File: src/rtl/dram_zero_fill.sv
// AXI4 write initiator that fills a DRAM window with a constant pattern after
// calibration, issuing fixed-length INCR bursts with one burst outstanding.
module dram_zero_fill #(
  parameter int unsigned             AxiAddrWidth = 64,
  parameter int unsigned             AxiDataWidth = 64,
  parameter int unsigned             AxiIdWidth   = 5,
  parameter logic [AxiAddrWidth-1:0] BaseAddr     = AxiAddrWidth'(64'h8000_0000),
  parameter longint unsigned         NumBytes     = 24*1024*1024,
  parameter int unsigned             BurstLen     = 16
) (
  input  logic                      clk_i,
  input  logic                      rst_i,
  input  logic                      start_i,
  input  logic                      calib_done_i,
  input  logic [AxiDataWidth-1:0]   pattern_i,
  output logic                      busy_o,
  output logic                      done_o,
  output logic                      error_o,
  output logic [AxiIdWidth-1:0]     aw_id,
  output logic [AxiAddrWidth-1:0]   aw_addr,
  output logic [7:0]                aw_len,
  output logic [2:0]                aw_size,
  output logic [1:0]                aw_burst,
  output logic                      aw_valid,
  input  logic                      aw_ready,
  output logic [AxiDataWidth-1:0]   w_data,
  output logic [AxiDataWidth/8-1:0] w_strb,
  output logic                      w_last,
  output logic                      w_valid,
  input  logic                      w_ready,
  input  logic [AxiIdWidth-1:0]     b_id,
  input  logic [1:0]                b_resp,
  input  logic                      b_valid,
  output logic                      b_ready
);
  localparam int unsigned     BeatBytes  = AxiDataWidth / 8;
  localparam int unsigned     BurstBytes = BurstLen * BeatBytes;
  localparam longint unsigned NumBursts  = NumBytes / BurstBytes;
  localparam int unsigned     BurstCntW  = $clog2(NumBursts + 1);

  typedef enum logic [2:0] {
    ST_IDLE,
    ST_ADDR,
    ST_DATA,
    ST_RESP,
    ST_DONE
  } state_t;

  state_t                  r_state;
  state_t                  w_state_nxt;
  logic [AxiAddrWidth-1:0] r_addr;
  logic [BurstCntW-1:0]    r_burst_cnt;
  logic [7:0]              r_beat;
  logic [AxiDataWidth-1:0] r_pattern;
  logic                    r_done;
  logic                    r_error;

  logic w_start;
  logic w_aw_hs;
  logic w_w_hs;
  logic w_b_hs;
  logic w_last_beat;
  logic w_last_burst;
  logic w_unused_bid;

  assign w_start      = (r_state == ST_IDLE) && start_i && calib_done_i;
  assign w_aw_hs      = (r_state == ST_ADDR) && aw_ready;
  assign w_w_hs       = (r_state == ST_DATA) && w_ready;
  assign w_b_hs       = (r_state == ST_RESP) && b_valid;
  assign w_last_beat  = (r_beat == 8'(BurstLen - 1));
  assign w_last_burst = (r_burst_cnt == BurstCntW'(1));
  // Only ID 0 is ever issued, so the returned ID carries no information.
  assign w_unused_bid = ^b_id;

  always_ff @(posedge clk_i or posedge rst_i) begin
    if (rst_i) r_state <= ST_IDLE;
    else       r_state <= w_state_nxt;
  end

  always_comb begin
    w_state_nxt = r_state;
    case (r_state)
      ST_IDLE: if (w_start) w_state_nxt = ST_ADDR;
      ST_ADDR: if (aw_ready) w_state_nxt = ST_DATA;
      ST_DATA: if (w_ready && w_last_beat) w_state_nxt = ST_RESP;
      ST_RESP: if (b_valid) w_state_nxt = w_last_burst ? ST_DONE : ST_ADDR;
      ST_DONE: if (!start_i) w_state_nxt = ST_IDLE;
      default: w_state_nxt = ST_IDLE;
    endcase
  end

  always_ff @(posedge clk_i or posedge rst_i) begin
    if (rst_i) begin
      r_addr      <= BaseAddr;
      r_burst_cnt <= '0;
      r_beat      <= '0;
      r_pattern   <= '0;
      r_done      <= 1'b0;
      r_error     <= 1'b0;
    end else begin
      if (w_start) begin
        r_addr      <= BaseAddr;
        r_burst_cnt <= BurstCntW'(NumBursts);
        r_pattern   <= pattern_i;
        r_done      <= 1'b0;
        r_error     <= 1'b0;
      end
      if (w_aw_hs) r_beat <= '0;
      if (w_w_hs)  r_beat <= r_beat + 8'd1;
      // A bad response is recorded but the fill carries on to the end.
      if (w_b_hs) begin
        if (b_resp != 2'b00) r_error <= 1'b1;
        r_addr      <= r_addr + AxiAddrWidth'(BurstBytes);
        r_burst_cnt <= r_burst_cnt - BurstCntW'(1);
        if (w_last_burst) r_done <= 1'b1;
      end
    end
  end

  assign aw_id    = '0;
  assign aw_addr  = r_addr;
  assign aw_len   = 8'(BurstLen - 1);
  assign aw_size  = 3'($clog2(BeatBytes));
  assign aw_burst = 2'b01;
  assign aw_valid = (r_state == ST_ADDR);
  assign w_data   = r_pattern;
  assign w_strb   = '1;
  assign w_last   = (r_state == ST_DATA) && w_last_beat;
  assign w_valid  = (r_state == ST_DATA);
  assign b_ready  = (r_state == ST_RESP);
  assign busy_o   = (r_state == ST_ADDR) || (r_state == ST_DATA) || (r_state == ST_RESP);
  assign done_o   = r_done;
  assign error_o  = r_error;

endmodule
File: config.mk
export PLATFORM = sky130hd
export DESIGN_NAME = dram_zero_fill
export DESIGN_NICKNAME = d
export VERILOG_FILES = /design/src/rtl/dram_zero_fill.sv
export SDC_FILE = /design/constraint.sdc
export NUM_CORES = 1
export LEC_CHECK = 0
export CAP_MARGIN = 20
export CORE_MARGIN = 5
export CORE_UTILIZATION = 25
export DETAILED_ROUTE_END_ITERATION = 16
export SLEW_MARGIN = 20
export SYNTH_ARGS = -nofsm -noshare
export SYNTH_HDL_FRONTEND = slang
export SYNTH_SLANG_ARGS = --single-unit
File: constraint.sdc
create_clock -name clk_i -period 9.8 [get_ports clk_i]
set_clock_uncertainty 0.1 [all_clocks]
set_input_delay 1.96 -clock clk_i [delete_from_list [all_inputs] [get_ports clk_i]]
set_output_delay 1.96 -clock clk_i [all_outputs]
set_load 0.005 [all_outputs]
==> flow_summary.toml <==
[run_status]
status = "completed"

[cells_and_area]
final_area_um2 = 9930
syn_to_final_growth_pct = 39.6
n_antenna_cell = 0
nFillCells = 2887
drive_above_1_share = 0.0681
num-nets-final = 1024
stdcell_count = 1332
fin_util = 0.356

[die]
start_util = 0.255
die_width_um = 179
ios = 239
die_area_um2 = 31900
core-area_um2 = 27900
rows = 61
die_h_um = 179

[critical_path]
r2r-start = "r_state[2]"
crit_end = "w_last"
reg2regPathDepth = 5
rrSetupSlack_ns = 7.31
path_max_fanout = 8
crit_type = "reg2out"
cp_slowest_cell = "dfrtp_1"
worst_ep_arrival_time_ns = 2.11
crit_chain = "nor3b_1 > and3_1 > clkdlybuf4s50_1"
required_ns = 7.74
crit_path_start_kind = "register"
critPathCaptureType = "output port"
cp_slowest_stage_delay_ns = 0.50
reg2reg_to = "aw_addr[51]"
cp-startpoint = "r_state[1]"

[yosys]
ys_warn_count = 0
synthArstFlopShare = 1.00
yosysTopAreaCellShare = 0.531
netlist_top_cells_count = "nand2_1 (254), dfrtp_1 (151), buf_4 (33), nand3_1 (32), mux2i_1 (27)"
synth_seq_area_share = 0.535
synthCells = 751
ys_types = 55
synthTopCellsByArea = "dfrtp_1 (53%), nand2_1 (13%), mux2i_1 (3.8%), buf_4 (3.5%), o31ai_1 (2.4%)"
netlist_area_um2 = 7120
synth_flop_cell = "dfrtp_1"
synth_top_area_cell = "dfrtp_1"
avgSynthCellArea_um2 = 9.48
yosysMostFrequentCell = "nand2_1"
ys_ff_latch = 152
synth_edf_count = 0

[clock_tree]
cts_hold_buf = 0
path_clk_slew_ns = 0.06
clock_latency_ns = 0.42
cts_resized = 0
cts_tree = "done"
cts_max_level = 4
cts_root_buffer = "clkbuf_16"
cts_setup_buffers = 0
cts_buffer_depth = 2
cts_buffers = 17
cts_sinks = 152

[sta]
rsz0062_at_grt = "no"
finalCritPeriodShare = 0.426
maxSlewHeadroom = 0.385
finalSetupTns_ns = 0
finalCriticalPeriod_ns = 4.17
slew_viol_final = 0
hold_ws_ns = 0.371
worst_pin_slew_ns = 0.916
setup_viol = 0
max_freq_mhz = 240
hold_viol_final = 0

[route]
wirelength_um = 19100
antenna_left = 0
viasPerCell = 4.40
firstDrtPassIters = 5
drc = 0
route.vias.total = 5857
drtIter0Drc = 321
wl_per_cell_um = 14.3

[placement]
finalWeightedCongestion = 0.738
dpl.cell_count = 1301
dp_hpwl_um = 13300
portBuffers = 200
dpl-instance-area_um2 = 9370

[power]
irDropWorstVdd_v = 0.0000957
leakagePower_nw = 4.27
p_per_area_nw_per_um2 = 221

[global_route]
grt-busiest-layer = "met2"
grtUsageMet1 = 0.153
met2_usage = 0.189
grt.met3_usage = 0.0544
grt_use_total = 0.121
grt_max_degree = 89
grt_antenna_before_repair = 0
grt_overflow = 0
first_global_vias = 5875
grt_pass1_wl_um = 30900

[job]
maxCapViolCount = 0

[worst_hold_path]
hold_class = "reg2reg"
[area by class of cell]
class | instances | area [µm²] | share of cell area
Tap cell | 378 | 473 | 0.0476
Sequential cell | 152 | 3800 | 0.383
Clock inverter | 13 | 120 | 0.0121
Multi-Input combinational cell | 550 | 2990 | 0.301
Inverter | 17 | 68.8 | 0.00693
Timing Repair Buffer | 204 | 2030 | 0.205
Clock buffer | 18 | 439 | 0.0442
[metal layers]
layer,up-vias,routed length (µm)
met4,0,154
met2,167,8610
met1,2783,8490
met5,-,0
li1,2897,-
met3,10,1790
[critical path: cells and delay by family (launching register included)]
kind | cells | cell delay (ns)
buffers and inverters | 1 | 0.50
DFF | 1 | 0.50
and+or+nand+nor | 2 | 0.69
[state kept, by name (all words and copies together) (netlist names)]
| signal | flops |
|---|---|
| w_data | 64 |
| aw_addr | 57 |
| done_o | 1 |
| r_state | 3 |
| error_o | 1 |
| r_beat | 8 |
| r_burst_cnt | 18 |
[layout by cell type (no fill, tap or decap), drive strengths merged, types with 23 or more instances in the layout]
master and n:
clkdlybuf4s50 200, conb 33, dfrtp 151, mux2i 27
nand2 254, nand3 36, nor2 24, nor3 23
o21ai 23, o31ai 23
[worst min path at each step]
stage	startpoint	endpoint	slack, ns	cells after the start
after global placement	w_data[35]	w_data[35]	0.36	2
final	w_data[39]	w_data[39]	0.37	2
after floorplan	r_burst_cnt[14]	r_burst_cnt[14]	0.34	1
after detailed placement	w_data[8]	w_data[8]	0.36	2
after CTS	w_data[1]	w_data[1]	0.38	2
after global routing	w_data[1]	w_data[1]	0.40	2
[report_power, final]
group	switching [W]	leakage [nW]	total (W)	internal (W)
registers	0.000120	1.99	0.000911	0.000791
logic	0.000286	2.01	0.000649	0.000363
clock network	0.000279	0.258	0.000636	0.000357
[cells by family (layout without fill, tap and decap cells)]
logic type                 Yosys count  count (layout)  synth area share
adders and majority gates            4               4           0.00703
buffers and inverters               80             252            0.0612
other                                2              33           0.00106
xor gates and xnor gates             6               6           0.00739
and+or+nand+nor                    389             389             0.262
AOI/OAI and AO/OA                   91              91            0.0886
muxes                               27              27            0.0380
DFF                                152             152             0.535
[through the flow]
step / setup slack (ns) / total power [W]
final: 5.63 / 0.00220
after global routing: 5.46 / 0.00235
after CTS: 5.60 / 0.00224
after detailed placement: 5.29 / 0.00158
after global placement: 5.34 / 0.00157
after floorplan: 3.65 / 0.00119
No activity file was read; power rests on OpenSTA's default activity.
